[src/rtl/engine_csr_index_generator_core_if.sv]
// Handshake bundle between the CSR-index configure FIFO, the index generator
// and the engine request FIFO.
interface engine_csr_index_generator_core_if #(
   parameter int INDEX_WIDTH = 32,
   parameter int ADDR_WIDTH  = 64,
   parameter int DEST_WIDTH  = 8
);
   logic                   cfg_valid;
   logic                   cfg_ready;
   logic [INDEX_WIDTH-1:0] cfg_index_start;
   logic [INDEX_WIDTH-1:0] cfg_index_end;
   logic [INDEX_WIDTH-1:0] cfg_array_size;
   logic [DEST_WIDTH-1:0]  cfg_destination;

   logic                   req_valid;
   logic                   req_ready;
   logic [INDEX_WIDTH-1:0] req_index;
   logic [ADDR_WIDTH-1:0]  req_address;
   logic [DEST_WIDTH-1:0]  req_destination;
   logic                   req_last;

   // master: configuration source and request sink; slave: the generator core
   modport master (
      output cfg_valid, cfg_index_start, cfg_index_end, cfg_array_size, cfg_destination,
      output req_ready,
      input  cfg_ready,
      input  req_valid, req_index, req_address, req_destination, req_last
   );

   modport slave (
      input  cfg_valid, cfg_index_start, cfg_index_end, cfg_array_size, cfg_destination,
      input  req_ready,
      output cfg_ready,
      output req_valid, req_index, req_address, req_destination, req_last
   );
endinterface

[src/rtl/engine_csr_index_generator_core.sv]
// Pops CSR-index configurations and emits one memory read request per index,
// with ready/valid backpressure, pause gating and a completion counter.
module engine_csr_index_generator_core #(
   parameter int INDEX_WIDTH     = 32,
   parameter int ADDR_WIDTH      = 64,
   parameter int DEST_WIDTH      = 8,
   parameter int ELEM_BYTES_LOG2 = 2
) (
   input  logic                  ap_clk,
   input  logic                  ap_rst_n,
   engine_csr_index_generator_core_if.slave bus,
   input  logic [ADDR_WIDTH-1:0] base_address,
   input  logic                  pause,
   output logic                  done_pulse,
   output logic                  cfg_error,
   output logic                  busy,
   output logic [31:0]           done_count
);
   // state | meaning
   // IDLE  | waiting for a configuration; cfg_ready mirrors cfg_valid
   // LOAD  | consistency check of the latched configuration
   // ISSUE | presenting requests until remaining reaches zero
   // DONE  | one-cycle completion, done_pulse high
   typedef enum logic [1:0] {ST_IDLE, ST_LOAD, ST_ISSUE, ST_DONE} state_t;

   state_t                 r_state;
   logic [INDEX_WIDTH-1:0] r_start;
   logic [INDEX_WIDTH-1:0] r_end;
   logic [INDEX_WIDTH-1:0] r_size;
   logic [DEST_WIDTH-1:0]  r_dest;
   logic [INDEX_WIDTH-1:0] r_idx;
   logic [INDEX_WIDTH-1:0] r_rem;
   logic                   r_req_valid;
   logic [INDEX_WIDTH-1:0] r_req_index;
   logic [ADDR_WIDTH-1:0]  r_req_address;
   logic [DEST_WIDTH-1:0]  r_req_dest;
   logic                   r_req_last;
   logic                   r_done_pulse;
   logic                   r_cfg_error;
   logic [31:0]            r_done_count;
   logic                   w_fire;
   logic [INDEX_WIDTH-1:0] w_idx_next;

   localparam logic [INDEX_WIDTH-1:0] ONE = INDEX_WIDTH'(1);
   localparam logic [INDEX_WIDTH-1:0] TWO = INDEX_WIDTH'(2);

   function automatic logic [ADDR_WIDTH-1:0] f_addr(input logic [INDEX_WIDTH-1:0] idx);
      return base_address + (ADDR_WIDTH'(idx) << ELEM_BYTES_LOG2);
   endfunction

   assign w_fire     = r_req_valid & bus.req_ready;
   assign w_idx_next = r_idx + ONE;

   always_ff @(posedge ap_clk or negedge ap_rst_n) begin
      if (!ap_rst_n) begin
         r_state       <= ST_IDLE;
         r_start       <= '0;
         r_end         <= '0;
         r_size        <= '0;
         r_dest        <= '0;
         r_idx         <= '0;
         r_rem         <= '0;
         r_req_valid   <= 1'b0;
         r_req_index   <= '0;
         r_req_address <= '0;
         r_req_dest    <= '0;
         r_req_last    <= 1'b0;
         r_done_pulse  <= 1'b0;
         r_cfg_error   <= 1'b0;
         r_done_count  <= '0;
      end else begin
         r_done_pulse <= 1'b0;
         r_cfg_error  <= 1'b0;
         case (r_state)
            ST_IDLE: begin
               if (bus.cfg_valid) begin
                  r_start <= bus.cfg_index_start;
                  r_end   <= bus.cfg_index_end;
                  r_size  <= bus.cfg_array_size;
                  r_dest  <= bus.cfg_destination;
                  r_state <= ST_LOAD;
               end
            end
            ST_LOAD: begin
               if (r_end != r_start + r_size) begin
                  r_cfg_error <= 1'b1;
                  r_state     <= ST_IDLE;
               end else if (r_size == '0) begin
                  r_done_pulse <= 1'b1;
                  r_done_count <= r_done_count + 32'd1;
                  r_state      <= ST_DONE;
               end else begin
                  r_idx      <= r_start;
                  r_rem      <= r_size;
                  r_req_dest <= r_dest;
                  r_state    <= ST_ISSUE;
                  // present the first request straight away to reach T+2 latency
                  if (!pause) begin
                     r_req_valid   <= 1'b1;
                     r_req_index   <= r_start;
                     r_req_address <= f_addr(r_start);
                     r_req_last    <= (r_size == ONE);
                  end
               end
            end
            ST_ISSUE: begin
               if (w_fire) begin
                  r_idx <= w_idx_next;
                  r_rem <= r_rem - ONE;
                  if (r_rem == ONE) begin
                     r_req_valid  <= 1'b0;
                     r_req_last   <= 1'b0;
                     r_done_pulse <= 1'b1;
                     r_done_count <= r_done_count + 32'd1;
                     r_state      <= ST_DONE;
                  end else if (!pause) begin
                     r_req_valid   <= 1'b1;
                     r_req_index   <= w_idx_next;
                     r_req_address <= f_addr(w_idx_next);
                     r_req_last    <= (r_rem == TWO);
                  end else begin
                     r_req_valid <= 1'b0;
                     r_req_last  <= 1'b0;
                  end
               end else if (!r_req_valid && r_rem != '0 && !pause) begin
                  r_req_valid   <= 1'b1;
                  r_req_index   <= r_idx;
                  r_req_address <= f_addr(r_idx);
                  r_req_last    <= (r_rem == ONE);
               end
            end
            ST_DONE: begin
               r_state <= ST_IDLE;
            end
            default: r_state <= ST_IDLE;
         endcase
      end
   end

   assign bus.cfg_ready       = (r_state == ST_IDLE) & bus.cfg_valid;
   assign bus.req_valid       = r_req_valid;
   assign bus.req_index       = r_req_index;
   assign bus.req_address     = r_req_address;
   assign bus.req_destination = r_req_dest;
   assign bus.req_last        = r_req_last;
   assign done_pulse          = r_done_pulse;
   assign cfg_error           = r_cfg_error;
   assign busy                = (r_state != ST_IDLE);
   assign done_count          = r_done_count;
endmodule

[src/flat_wrapper.sv]
// flat-port wrapper written by rule: the top's interface ports become plain ports
module engine_csr_index_generator_core_flat 
#(
   parameter int INDEX_WIDTH     = 32,
   parameter int ADDR_WIDTH      = 64,
   parameter int DEST_WIDTH      = 8,
   parameter int ELEM_BYTES_LOG2 = 2
)
  (ap_clk, ap_rst_n, base_address, pause, done_pulse, cfg_error, busy, done_count, bus_cfg_valid, bus_cfg_index_start, bus_cfg_index_end, bus_cfg_array_size, bus_cfg_destination, bus_req_ready, bus_cfg_ready, bus_req_valid, bus_req_index, bus_req_address, bus_req_destination, bus_req_last);
  engine_csr_index_generator_core_if #(.INDEX_WIDTH(INDEX_WIDTH), .ADDR_WIDTH(ADDR_WIDTH), .DEST_WIDTH(DEST_WIDTH)) bus_i ();
  input  logic ap_clk;
  input  logic ap_rst_n;
  input  logic [ADDR_WIDTH-1:0] base_address;
  input  logic pause;
  output logic done_pulse;
  output logic cfg_error;
  output logic busy;
  output logic [31:0] done_count;
  input wire logic [$bits(bus_i.cfg_valid)-1:0] bus_cfg_valid;
  input wire logic [$bits(bus_i.cfg_index_start)-1:0] bus_cfg_index_start;
  input wire logic [$bits(bus_i.cfg_index_end)-1:0] bus_cfg_index_end;
  input wire logic [$bits(bus_i.cfg_array_size)-1:0] bus_cfg_array_size;
  input wire logic [$bits(bus_i.cfg_destination)-1:0] bus_cfg_destination;
  input wire logic [$bits(bus_i.req_ready)-1:0] bus_req_ready;
  output wire logic [$bits(bus_i.cfg_ready)-1:0] bus_cfg_ready;
  output wire logic [$bits(bus_i.req_valid)-1:0] bus_req_valid;
  output wire logic [$bits(bus_i.req_index)-1:0] bus_req_index;
  output wire logic [$bits(bus_i.req_address)-1:0] bus_req_address;
  output wire logic [$bits(bus_i.req_destination)-1:0] bus_req_destination;
  output wire logic [$bits(bus_i.req_last)-1:0] bus_req_last;
  assign bus_i.cfg_valid = bus_cfg_valid;
  assign bus_i.cfg_index_start = bus_cfg_index_start;
  assign bus_i.cfg_index_end = bus_cfg_index_end;
  assign bus_i.cfg_array_size = bus_cfg_array_size;
  assign bus_i.cfg_destination = bus_cfg_destination;
  assign bus_i.req_ready = bus_req_ready;
  assign bus_cfg_ready = bus_i.cfg_ready;
  assign bus_req_valid = bus_i.req_valid;
  assign bus_req_index = bus_i.req_index;
  assign bus_req_address = bus_i.req_address;
  assign bus_req_destination = bus_i.req_destination;
  assign bus_req_last = bus_i.req_last;
  engine_csr_index_generator_core #(.INDEX_WIDTH(INDEX_WIDTH), .ADDR_WIDTH(ADDR_WIDTH), .DEST_WIDTH(DEST_WIDTH), .ELEM_BYTES_LOG2(ELEM_BYTES_LOG2)) u_core (.ap_clk(ap_clk), .ap_rst_n(ap_rst_n), .bus(bus_i), .base_address(base_address), .pause(pause), .done_pulse(done_pulse), .cfg_error(cfg_error), .busy(busy), .done_count(done_count));
endmodule
[config.mk]
export PLATFORM = sky130hd
export DESIGN_NAME = engine_csr_index_generator_core_flat
export DESIGN_NICKNAME = d
export VERILOG_FILES = /design/src/rtl/engine_csr_index_generator_core_if.sv /design/src/rtl/engine_csr_index_generator_core.sv /design/src/flat_wrapper.sv
export SDC_FILE = /design/constraint.sdc
export NUM_CORES = 1
export LEC_CHECK = 0
export ABC_CLOCK_PERIOD_IN_PS = 6600
export BUFFER_PORTS_ARGS = -buffer_cell sky130_fd_sc_hd__buf_2
export CAP_MARGIN = 10
export CORE_MARGIN = 2
export CORE_UTILIZATION = 58
export CTS_CLUSTER_DIAMETER = 200
export DETAILED_ROUTE_END_ITERATION = 10
export PLACE_DENSITY = 0.82
export SYNTH_ARGS = -nofsm -noshare
export SYNTH_HDL_FRONTEND = slang
export SYNTH_SLANG_ARGS = --single-unit
[constraint.sdc]
create_clock -name ap_clk -period 6.6 [get_ports ap_clk]
set_input_delay 0.99 -clock ap_clk [delete_from_list [all_inputs] [get_ports ap_clk]]
set_output_delay 0.99 -clock ap_clk [all_outputs]
set_load 0.02 [all_outputs]
Yosys cells after proc, flatten, opt, wreduce, memory -nomap -nowiden
Index checks and enable logic that the tools add are counted.

Register bits after elaboration: 310. Input bits: 173.

Bitwise logic cells: 4. Equal/unequal tests: 17. Reduce and logical (&&, ||, !) cells: 16. $add $sub $neg: 7. Muxes and demuxes: 58.

Operator list (number): $mux 32 (17); $mux 64 (7); $pmux 32 s2 (4); $add 64x34->64 (3); $pmux 64 s2 (1); $add 32x1->32 const B (2); $eq 32x1->1 const B (2); $add 32x32->32 (1); $eq 32x2->1 const B (1); $logic_not 32->1 (1); $ne 32x32->1 (1); $reduce_bool 32->1 (1); $sub 32x1->32 const B (1); $mux 1 (21); $reduce_and 5->1 (2); $mux 2 (4); $ne 2x2->1 const B (4); $pmux 2 s4 (1); $reduce_and 7->1 (1); $ne 2x1->1 const B (3); $ne 3x3->1 const B (2); $pmux 1 s2 (3); $reduce_and 3->1 (2); $eq 2x2->1 const B (2); 10 further kinds (15).

Depth between registers and ports, before layout
Gate-level depths: netlist of run 1.

Depth in word-level cells: 6. Mapped depth: 21.

Least setup slack after synthesis of run 1
Ideal clock, no wire load.

Path kind: register to register. From: register u_core.r_idx[2]. To: register u_core.r_req_address[40] (netlist: u_core.bus.req_address[40]). Arrival time: 4.794 ns. Stages on the path, launching flop included: 21. Slack: 1.681 ns. Library setup time: 0.125 ns. Required time: 6.475 ns. Path through: dfrtp_1 nand3_1 or4_1 nor4_1 nand4_1 nor2_1 and2_1 nand2_1 xor2_1 a21oi_1 ha_1 nand4_1 or2_2 nor3_1 o31ai_1 a21boi_0 o21ai_1 nor2_1 nand2_1 xnor2_1 mux2_2.

Cells in the longest elaborated chain, start to end: 6. Elaborated cells on any way between the ends: 8.

RTL lines: start, declared (RTL line engine_csr_index_generator_core.sv:31) `logic [INDEX_WIDTH-1:0] r_idx;`; start signal, assigned (RTL line engine_csr_index_generator_core.sv:93) `r_idx <= r_start;`; start signal, assigned (RTL line engine_csr_index_generator_core.sv:108) `r_idx <= w_idx_next;`; $add 32x1->32 (RTL line engine_csr_index_generator_core.sv:52) `assign w_idx_next = r_idx + ONE;`; $add 64x34->64 (RTL line engine_csr_index_generator_core.sv:48) `return base_address + (ADDR_WIDTH'(idx) << ELEM_BYTES_LOG2);`; $mux 64 (RTL line engine_csr_index_generator_core.sv:116) `end else if (!pause) begin`; $mux 64 (RTL line engine_csr_index_generator_core.sv:110) `if (r_rem == ONE) begin`; $mux 64 (*) (RTL line engine_csr_index_generator_core.sv:107) `if (w_fire) begin`; $pmux 64 s2 (*) (RTL line engine_csr_index_generator_core.sv:74) `case (r_state)`; end signal, assigned (RTL line engine_csr_index_generator_core.sv:101) `r_req_address <= f_addr(r_start);`; end signal, assigned (RTL line engine_csr_index_generator_core.sv:119) `r_req_address <= f_addr(w_idx_next);`; end signal, assigned (RTL line engine_csr_index_generator_core.sv:128) `r_req_address <= f_addr(r_idx);`; end, declared (RTL line engine_csr_index_generator_core.sv:35) `logic [ADDR_WIDTH-1:0] r_req_address;`.

Mark *: on every way between the ends. The rest lies on a longest branch, timed or not. The select of a mux whose other input is x is not followed. A chain may end at the register's enable or synchronous reset.

Final worst setup path of run 1
Same ends and word-level chain as after synthesis.

==> metrics, run 1 <==
most frequent cells in the layout=nand2_1, buf_2, dfrtp_1; clk_lat worst skew=0.54 ns; Setup Buffers After CTS=0; WL/cell=21.0 um; crit-path cells=nand3_1, or4_1, nor4_1, nand4_1, nor2_1, and2_1, nand2_1, xor2_1, a21oi_1, ha_1, nand4_1, or2_2, nor3_1, o31ai_1, a21boi_0, o21ai_1, buf_4, nor2_1, nand2_1, xnor2_1, mux2_2; DP HPWL=46.0 mm; Worst EP required=7.01 ns; # hold bufs at CTS=0; final cell count without fillers=2904; post-route cell area=22400 um^2; Worst-path clk slew=0.06 ns; via count=18138; largest net degree at the start of global routing=142; Synth top area share=40.1%; Synth Register Bits=310; CORE AREA=32700 um^2; Seq/Total Area, Yosys=40.1%; Final Hold Fails=0; Slew @ Worst Pin=1.14 ns; Initial Util=59.2%; total global-route track usage=34.3%; Die Y=187 um; RePlAce Congestion=1.00; Worst Setup End Kind=flip-flop; Clock Path Buffers=3; Mapped Area=19300 um^2; r2r setup slk=0.57 ns; IO Pins=315; die area=34800 um^2; post-layout util=68.5%; final net count=2684; worst setup margin=0.569 ns; drt first pass iters=5; status=completed; layout cells sized above 1=21.5%; most common cell after layout, fill and taps aside=nand2_1; critical path's largest stage delay=0.67 ns; maxcap violations=0; unrepaired setup endpoints after global routing=false; I/O Buffers=314; worst hold path type=input pin to async pin; fmax=166 MHz; Setup TNS Final=0 ns; kind of critical path=flip-flop to flip-flop; ys async rst share=100%; cell area after placement=21200 um^2; VDD IR-drop max=321 uV; worst relative slew slack=24.2%; depth of the CTS H-tree=2; EDFF count, synth=0; Setup Skew=0.0232 ns; Synth Instances=2169; ANT nets after route=0; Setup WS pre-CTS=0.738 ns; chip width=187 um; routed wire length=61.1 mm; top_reg_cell synth=dfrtp_1; cell taking the most area after synthesis=dfrtp_1; Layout area overhead=15.8%; Crit Path Max Fanout=9; number of global-route vias before repair=17324; site row count=66; total power draw=12.0 mW; synthesis warning total=0; Synthesized Nets=2416; Filler cells=2584; Congestion Overflow GR=0; clk sink count=310; vias per inst=6.25; Post-Place Cells=2842; post-layout min period=6.03 ns; DR iter-0 viols=1756; initial antenna violation count=1; fin crit share=91.4%; first-pass GRT wire length=96.1 mm; post-cts sizing count=0; Syn Area/Cell=8.92 um^2; pwr/cell area=537 nW/um^2; number of remaining DRC errors=0; Final setup viols=0; dominant cells by area after synthesis=dfrtp_1, nand2_1, mux2_2; CP Data Arrival Time=6.44 ns; Num CTS Buffers=35; Critical Path Slowest Stage Cell=or4_1; hold slack=0.472 ns; max-slew violation count=0; CTS root buf=clkbuf_16; leak pwr=10.1 nW; CTS tree=done; Yosys cell types=80; crit path launch type=flip-flop
[metal layers]
metal,track usage (%),share of wire [%]
met5,0,0
met4,12.6,4.0
met3,5.45,7.9
met2,55.6,46
met1,46.7,42
[kinds of logic after synthesis]
| group | share of synthesized area, % |
|---|---|
| simple gates | 20.1 |
| flops | 40.1 |
| mux | 6.21 |
| buf+inv | 3.76 |
| fa+ha+maj | 4.86 |
| xor+xnor | 6.97 |
| compound gates | 18.0 |
[critical path: cells and delay by family (launching register included)]
| kind | cells | cell delay, ns |
|---|---|---|
| AO/OA/AOI/OAI | 4 | 0.84 |
| adder cells (fa/ha/maj) | 1 | 0.41 |
| AND/OR/NAND/NOR | 12 | 3.49 |
| flip-flops | 1 | 0.44 |
| XOR/XNOR | 2 | 0.29 |
| buffers and inverters | 1 | 0.18 |
| multiplexers | 1 | 0.25 |
[flip-flops by register name, indices dropped and copies added (netlist names), 32 cells and up, named ones only]
signal                  count
u_core.bus.req_address     64
u_core.bus.req_index       32
u_core.r_start             32
u_core.r_end               32
u_core.r_size              32
u_core.r_rem               32
u_core.r_idx               32
u_core.done_count          32
[cell usage after synthesis (16+ instances only)]
| cell | instances |
|---|---|
| o21ai_0 | 81 |
| o21a_1 | 21 |
| and3_1 | 20 |
| nor3_1 | 67 |
| nand2_1 | 342 |
| ha_1 | 72 |
| a21oi_1 | 155 |
| xor2_1 | 76 |
| a31oi_1 | 16 |
| nand3_1 | 63 |
| mux2_2 | 97 |
| dfrtp_1 | 310 |
| inv_1 | 68 |
| nor2_1 | 137 |
| o22ai_1 | 28 |
| and2_1 | 17 |
| o21ai_1 | 54 |
| clkbuf_1 | 52 |
| a211oi_1 | 20 |
| nand4_1 | 38 |
| xnor2_1 | 78 |
| buf_2 | 30 |
| nor4_1 | 33 |
| a21o_1 | 27 |
[final timing paths]
kind                                          start                         end  cells past startpoint
setup / recovery                    u_core.r_idx[2]  u_core.bus.req_address[40]                     21
max in group asynchronous                  ap_rst_n        u_core.done_count[8]                      2
hold reg to reg            u_core.bus.req_index[29]    u_core.bus.req_index[29]                      2
hold / removal                             ap_rst_n   u_core.bus.req_address[7]                      1
min in group ap_clk        u_core.bus.req_index[29]    u_core.bus.req_index[29]                      2
setup reg to reg                    u_core.r_idx[2]  u_core.bus.req_address[40]                     21
[report_power, final]
part	switching (mW)	internal (mW)
Sequential	0.635	2.54
Clock	0.801	1.24
Combinational	4.35	2.46
[cell type report]
type,instances,area [um^2],area share [%]
timing repair buffer,332,1740,7.77
antenna,2,5.00,0.0223
multi-input combinational,1690,10900,48.6
sequential,310,7760,34.6
inverter,68,255,1.14
clock inverter,7,125,0.558
tap,442,553,2.47
clock buffer,53,1070,4.79
Note: power is estimated with default switching activity, not from simulation.
==> run 2: changes to the inputs <==
--- a/config.mk
+++ b/config.mk
@@ -9,10 +9,11 @@
 export BUFFER_PORTS_ARGS = -buffer_cell sky130_fd_sc_hd__buf_2
 export CAP_MARGIN = 10
 export CORE_MARGIN = 2
-export CORE_UTILIZATION = 58
+export CORE_UTILIZATION = 50
+export CTS_BUF_LIST = sky130_fd_sc_hd__clkbuf_4 sky130_fd_sc_hd__clkbuf_8
 export CTS_CLUSTER_DIAMETER = 200
 export DETAILED_ROUTE_END_ITERATION = 10
-export PLACE_DENSITY = 0.82
+export PLACE_DENSITY = 0.72
 export SYNTH_ARGS = -nofsm -noshare
 export SYNTH_HDL_FRONTEND = slang
 export SYNTH_SLANG_ARGS = --single-unit
==> run 2 against run 1 <==
Compared with the run above: core utilization down 10 points; power down 1.0%; non-clock buffer count unchanged; cell count up 3.9%; sequential share of layout area down 0.14 points; worst setup slack better by 0.30 ns; register-to-register slack better by 0.30 ns; clock power down 4%; via count down 1.4%; routed wire length down 0.20%; flip-flop and latch count unchanged.
==> metrics, run 2 (synthesis gave the netlist of run 1 again) <==
status=completed (unchanged); post-layout min period=5.73 ns (was 6.03 ns); Setup Skew=0.0243 ns (was 0.0232 ns); I/O Buffers=314 (unchanged); total global-route track usage=30.1% (was 34.3%); initial antenna violation count=0 (was 1); VDD IR-drop max=370 uV (was 321 uV); Initial Util=50.3% (was 59.2%); DR iter-0 viols=1523 (was 1756); Congestion Overflow GR=0 (unchanged); chip width=201 um (was 187 um); Final Hold Fails=0 (unchanged); clk_lat worst skew=0.67 ns (was 0.54 ns); final net count=2703 (was 2684); Slew @ Worst Pin=1.17 ns (was 1.14 ns); IO Pins=315 (unchanged); Worst EP required=7.14 ns (was 7.01 ns); worst relative slew slack=21.7% (was 24.2%); pwr/cell area=529 nW/um^2 (was 537 nW/um^2); fmax=174 MHz (was 166 MHz); Setup TNS Final=0 ns (unchanged); clk sink count=310 (unchanged); number of remaining DRC errors=0 (unchanged); Die Y=201 um (was 187 um); CORE AREA=38500 um^2 (was 32700 um^2); Filler cells=3437 (was 2584); WL/cell=20.2 um (was 21.0 um); most common cell after layout, fill and taps aside=nand2_1 (unchanged); number of global-route vias before repair=17496 (was 17324); DP HPWL=46.4 mm (was 46.0 mm); worst setup margin=0.866 ns (was 0.569 ns); unrepaired setup endpoints after global routing=false (unchanged); Final setup viols=0 (unchanged); ANT nets after route=0 (unchanged); leak pwr=10.2 nW (was 10.1 nW); sequential cell area=7760 um^2 (unchanged); CTS tree=done (unchanged); RePlAce Congestion=1.02 (was 1.00); maxcap violations=0 (unchanged); Setup Buffers After CTS=0 (unchanged); Crit Path Max Fanout=9 (unchanged); site row count=72 (was 66); CP Data Arrival Time=6.28 ns (was 6.44 ns); kind of critical path=flip-flop to flip-flop (unchanged); # hold bufs at CTS=0 (unchanged); Setup WS pre-CTS=0.905 ns (was 0.738 ns); first-pass GRT wire length=96.5 mm (was 96.1 mm); Clock Path Buffers=3 (unchanged); max-slew violation count=0 (unchanged); Layout area overhead=16.3% (was 15.8%); crit path launch type=flip-flop (unchanged); die area=40300 um^2 (was 34800 um^2); most frequent cells in the layout=nand2_1, buf_2, dfrtp_1 (unchanged); multi-input logic area=10900 um^2 (unchanged); layout cells sized above 1=23.0% (was 21.5%); routed wire length=60.9 mm (was 61.1 mm); r2r setup slk=0.87 ns (was 0.57 ns); max reg flops=64 (unchanged); Num CTS Buffers=54 (was 35); worst hold path type=input pin to async pin (unchanged); depth of the CTS H-tree=2 (unchanged); # diodes=0 (was 2); Worst Setup End Kind=flip-flop (unchanged); largest net degree at the start of global routing=128 (was 142); CTS root buf=clkbuf_8 (was clkbuf_16); drt first pass iters=5 (unchanged); post-cts sizing count=0 (unchanged); via count=17884 (was 18138); vias per inst=5.93 (was 6.25); Worst-path clk slew=0.06 ns (about the same); fin crit share=86.9% (was 91.4%)
==> run 2: cell types whose count changed in the layout (fill, tap and decap cells not counted), moves of 6 or more <==
cell	before	now
clkbuf_1	6	0
clkbuf_16	36	0
clkbuf_4	0	16
clkbuf_8	11	68
clkinv_2	2	9
==> run 2: metal layers <==
metal	part of all wire, %	GRT usage [%]
met3	6.4	4.77
met1	44	41.0
met5	0	0
met4	4.3	12.1
met2	45	48.1
==> run 2: area by class of cell <==
| type | instances | share of cell area [%] |
|---|---|---|
| multi-input combinational | 1690 | 48.4 |
| sequential | 310 | 34.5 |
| timing repair buffer | 332 | 7.74 |
| clock buffer | 84 | 4.69 |
| tap | 518 | 2.88 |
| inverter | 68 | 1.13 |
| clock inverter | 16 | 0.650 |
==> run 2: worst max-delay path, cell delays in order, from the launching register on <==
cell and delay [ns]:
dfrtp_1 0.42, nand3_1 0.21, or4_1 0.66, nor4_1 0.59, nand4_1 0.28, nor2_1 0.17, and2_1 0.18, nand2_1 0.08
xor2_1 0.15, a21oi_1 0.11, ha_1 0.39, nand4_1 0.13, or2_2 0.33, nor3_1 0.18, o31ai_1 0.12, a21boi_0 0.33
o21ai_1 0.12, buf_4 0.18, nor2_1 0.45, nand2_1 0.13, xnor2_1 0.14, mux2_2 0.26
==> run 2: final timing paths <==
path,start,cells after the start,end
max in group asynchronous,ap_rst_n,2,u_core.r_end[21]
min,ap_rst_n,1,u_core.bus.req_address[4]
max,u_core.r_idx[2],21,u_core.bus.req_address[40]
min reg2reg,u_core.bus.req_index[12],2,u_core.bus.req_index[12]
max reg2reg,u_core.r_idx[2],21,u_core.bus.req_address[40]
min in group ap_clk,u_core.bus.req_index[12],2,u_core.bus.req_index[12]
==> run 2: where the power goes <==
group | internal, mW | switching (mW) | total (mW)
logic | 2.45 | 4.31 | 6.76
registers | 2.54 | 0.655 | 3.19
clock network | 1.10 | 0.847 | 1.95
==> run 2: per-stage QoR <==
step	std cells	hold WS [ns]	utilization, %	cell area, um^2	total power, mW
after floorplan	2169	0.477	-	19300	7.71
after global placement	2918	0.452	55.4	21300	9.78
after detailed placement	2918	0.459	55.4	21300	9.85
after CTS	3018	0.234	58.5	22500	11.8
after global routing	3018	0.262	58.5	22500	12.7
final	3018	0.246	58.5	22500	11.9
==> run 3: changes to the inputs <==
--- a/config.mk
+++ b/config.mk
@@ -5,6 +5,7 @@
 export SDC_FILE = /design/constraint.sdc
 export NUM_CORES = 1
 export LEC_CHECK = 0
+export ABC_AREA = 1
 export ABC_CLOCK_PERIOD_IN_PS = 6600
 export BUFFER_PORTS_ARGS = -buffer_cell sky130_fd_sc_hd__buf_2
 export CAP_MARGIN = 10
@@ -13,7 +14,7 @@
 export CTS_BUF_LIST = sky130_fd_sc_hd__clkbuf_4 sky130_fd_sc_hd__clkbuf_8
 export CTS_CLUSTER_DIAMETER = 200
 export DETAILED_ROUTE_END_ITERATION = 10
-export PLACE_DENSITY = 0.72
+export PLACE_DENSITY = 0.71
 export SYNTH_ARGS = -nofsm -noshare
 export SYNTH_HDL_FRONTEND = slang
 export SYNTH_SLANG_ARGS = --single-unit
==> run 3 against run 2 <==
Compared with the run above: highest routed layer unchanged; clock power grew 8%; critical path depth shrank 2; clock skew grew 0.014 ns; final area grew 12%; combinational power shrank 97%; die area grew 13%; core utilization shrank 0.23 points; worst setup slack gained 0.54 ns; via count grew 31%; critical endpoint is now u_core.bus.req_address[58]; non-clock buffer count grew 2; power shrank 65%.
==> metrics, run 3 <==
final cell count without fillers=4166 (was 3018); clk sink count=310 (unchanged); initial antenna violation count=0 (unchanged); Worst Setup End Kind=flip-flop (unchanged); unrepaired setup endpoints after global routing=false (unchanged); maxcap violations=0 (unchanged); commonest cells in the synthesized netlist=nand2_1, inv_1, dfrtp_1 (was nand2_1, dfrtp_1, a21oi_1); Yosys cell types=46 (was 80); CTS root buf=clkbuf_8 (unchanged); leak pwr=14.1 nW (was 10.2 nW); synthesis warning total=0 (unchanged); Congestion Overflow GR=0 (unchanged); I/O Buffers=314 (unchanged); largest family of logic cells by synthesized area=simple AND/OR/NAND/NOR gates (unchanged); Slew @ Worst Pin=1.18 ns (was 1.17 ns); met3 Resource Use GR=5.33% (was 4.77%); ys async rst share=100% (unchanged); cell taking the most area after synthesis=dfrtp_1 (unchanged); Synthesized Nets=3522 (was 2416); Syn Area/Cell=6.71 um^2 (was 8.92 um^2); total global-route track usage=34.2% (was 30.1%); die area=45600 um^2 (was 40300 um^2); worst relative slew slack=21.1% (was 21.7%); Critical Path Slowest Stage Cell=o221ai_1 (was or4_1); depth of the CTS H-tree=2 (unchanged); fin crit share=78.7% (was 86.9%); crit path launch type=flip-flop (unchanged); final net count=3786 (was 2703); post-route cell area=25200 um^2 (was 22500 um^2); largest net degree at the start of global routing=159 (was 128); top_reg_cell synth=dfrtp_1 (unchanged); ANT nets after route=0 (unchanged); Worst EP required=7.19 ns (was 7.14 ns); Simple-Gate Fraction of Synth Area=38.2% (was 20.1%); post-synthesis adder-cell area fraction=4.28% (was 4.86%); Setup TNS Final=0 ns (unchanged); hold slack=0.335 ns (was 0.246 ns); site row count=76 (was 72); DP HPWL=59.6 mm (was 46.4 mm); met2 Use GR=54.4% (was 48.1%); Num CTS Buffers=56 (was 54); Setup WS pre-CTS=1.55 ns (was 0.905 ns); cell area after placement=23900 um^2 (was 21300 um^2); Synth top area share=35.3% (was 40.1%); CORE AREA=43300 um^2 (was 38500 um^2); number of global-route vias before repair=21886 (was 17496); clk_lat worst skew=0.69 ns (was 0.67 ns); most common cell after layout, fill and taps aside=nand2_1 (unchanged); CTS tree=done (unchanged); VDD IR-drop max=136 uV (was 370 uV); Mapped Area=22000 um^2 (was 19300 um^2); dominant cells by area after synthesis=dfrtp_1, nand2_1, nand4_1 (was dfrtp_1, nand2_1, mux2_2); first-pass GRT wire length=121 mm (was 96.5 mm); post-cts sizing count=0 (unchanged); Setup Skew=0.0386 ns (was 0.0243 ns); critical path's largest stage delay=0.75 ns (was 0.66 ns); layout cells sized above 1=12.9% (was 23.0%); Synth Register Bits=310 (unchanged); RePlAce Congestion=0.978 (was 1.02); Final Hold Fails=0 (unchanged); Final setup viols=0 (unchanged); most frequent cells in the layout=nand2_1, inv_1, buf_2 (was nand2_1, buf_2, dfrtp_1); IO Pins=315 (unchanged); Setup Buffers After CTS=0 (unchanged); crit-path cells=inv_1, ha_2, inv_2, buf_4, nor2_1, clkinv_1, o221ai_1, ha_1, nand2_1, nor2_1, inv_1, nor2_1, inv_1, nor4_1, nand3_1, a31oi_1, xor2_1, nand4_1, nand2_1 (was nand3_1, or4_1, nor4_1, nand4_1, nor2_1, and2_1, nand2_1, xor2_1, a21oi_1, ha_1, nand4_1, or2_2, nor3_1, o31ai_1, a21boi_0, o21ai_1, buf_4, nor2_1, nand2_1, xnor2_1, mux2_2); post-layout util=58.3% (was 58.5%); Worst-path clk slew=0.06 ns (about the same); chip width=214 um (was 201 um); Post-Place Cells=4066 (was 2918); routed wire length=78.7 mm (was 60.9 mm); DR iter-0 viols=2239 (was 1523); fmax=192 MHz (was 174 MHz); Layout area overhead=14.8% (was 16.3%); XOR/XNOR Fraction of Synth Area=5.75% (was 6.97%); vias per inst=5.61 (was 5.93); CP Data Arrival Time=5.79 ns (was 6.28 ns); max-slew violation count=0 (unchanged); total power draw=4.19 mW (was 11.9 mW); EDFF count, synth=0 (unchanged); status=completed (unchanged); # diodes=0 (unchanged); via count=23386 (was 17884); kind of critical path=flip-flop to flip-flop (unchanged); mux cell area share after synthesis=0% (was 6.21%); Seq/Total Area, Yosys=35.3% (was 40.1%); Initial Util=50.8% (was 50.3%); GR peak layer=met2 (unchanged); post-layout min period=5.20 ns (was 5.73 ns); GRT met1 Usage=46.1% (was 41.0%); # hold bufs at CTS=0 (unchanged); Synth Instances=3275 (was 2169); Die Y=214 um (was 201 um); max reg flops=64 (unchanged); Compound-Gate Fraction of Synth Area=7.41% (was 18.0%); count leader, synth=nand2_1 (unchanged); pwr/cell area=166 nW/um^2 (was 529 nW/um^2); worst hold path type=input pin to async pin (unchanged); number of remaining DRC errors=0 (unchanged); worst setup margin=1.40 ns (was 0.866 ns); drt first pass iters=6 (was 5); Clock Path Buffers=3 (unchanged); Crit Path Max Fanout=79 (was 9); WL/cell=18.9 um (was 20.2 um)
## run 3: changes by cell type after synthesis, moves of 71 or more
| cell | previous run | this run |
|---|---|---|
| nand2_1 | 342 | 1236 |
| a21oi_1 | 155 | 78 |
| nand4_1 | 38 | 235 |
| nor2_1 | 137 | 245 |
| inv_1 | 68 | 358 |
| mux2_2 | 97 | 0 |
| nand3_1 | 63 | 134 |
## run 3: worst max-delay path: cells and delay by family, from the launching register on
family	cells	cell delay (ns)
XOR/XNOR	1	0.19
adder cells (fa/ha/maj)	2	0.48
buffers and inverters	6	1.28
AO/OA/AOI/OAI	2	1.14
AND/OR/NAND/NOR	8	1.58
flip-flops	1	0.41
## run 3: logic make-up (layout without fill, tap and decap cells)
logic type | count (synthesis) | in the layout
DFF | 310 | 310
xor gates and xnor gates | 141 | 141
buffers and inverters | 497 | 803
and+or+nand+nor | 1966 | 1966
AOI/OAI and AO/OA | 287 | 287
adders and majority gates | 74 | 74
## run 3: worst paths after layout
kind,depth (start not counted),slack (ns),to,startpoint
min reg2reg,2,0.46,u_core.bus.req_address[43],u_core.bus.req_address[43]
min in group ap_clk,2,0.46,u_core.bus.req_address[43],u_core.bus.req_address[43]
max in group asynchronous,2,4.88,u_core.done_count[0],ap_rst_n
max reg2reg,19,1.40,u_core.bus.req_address[58],u_core.r_state[0]
min,1,0.34,u_core.r_rem[27],ap_rst_n
max,19,1.40,u_core.bus.req_address[58],u_core.r_state[0]
## run 3: power breakdown
group          switching, mW  internal (mW)
Clock                  0.890           1.22
Sequential                 0           1.90
Combinational          0.115         0.0604
Total                   1.00           3.18
## run 3: final cells by class
type                       count  area (um^2)
clock buffer                  80         1040
clock inverter                20          268
fill                        4296        18000
inverter                     369         1390
multi-input combinational   2468        12300
sequential                   310         7760
tap                          585          732
timing repair buffer         334         1760
## run 3: metal layers
metal / part of all wire (%) / vias to the layer above
li1: - / 11182
met1: 43 / 11001
met2: 45 / 1017
met3: 7.7 / 186
met4: 4.5 / 0
met5: 0 / -
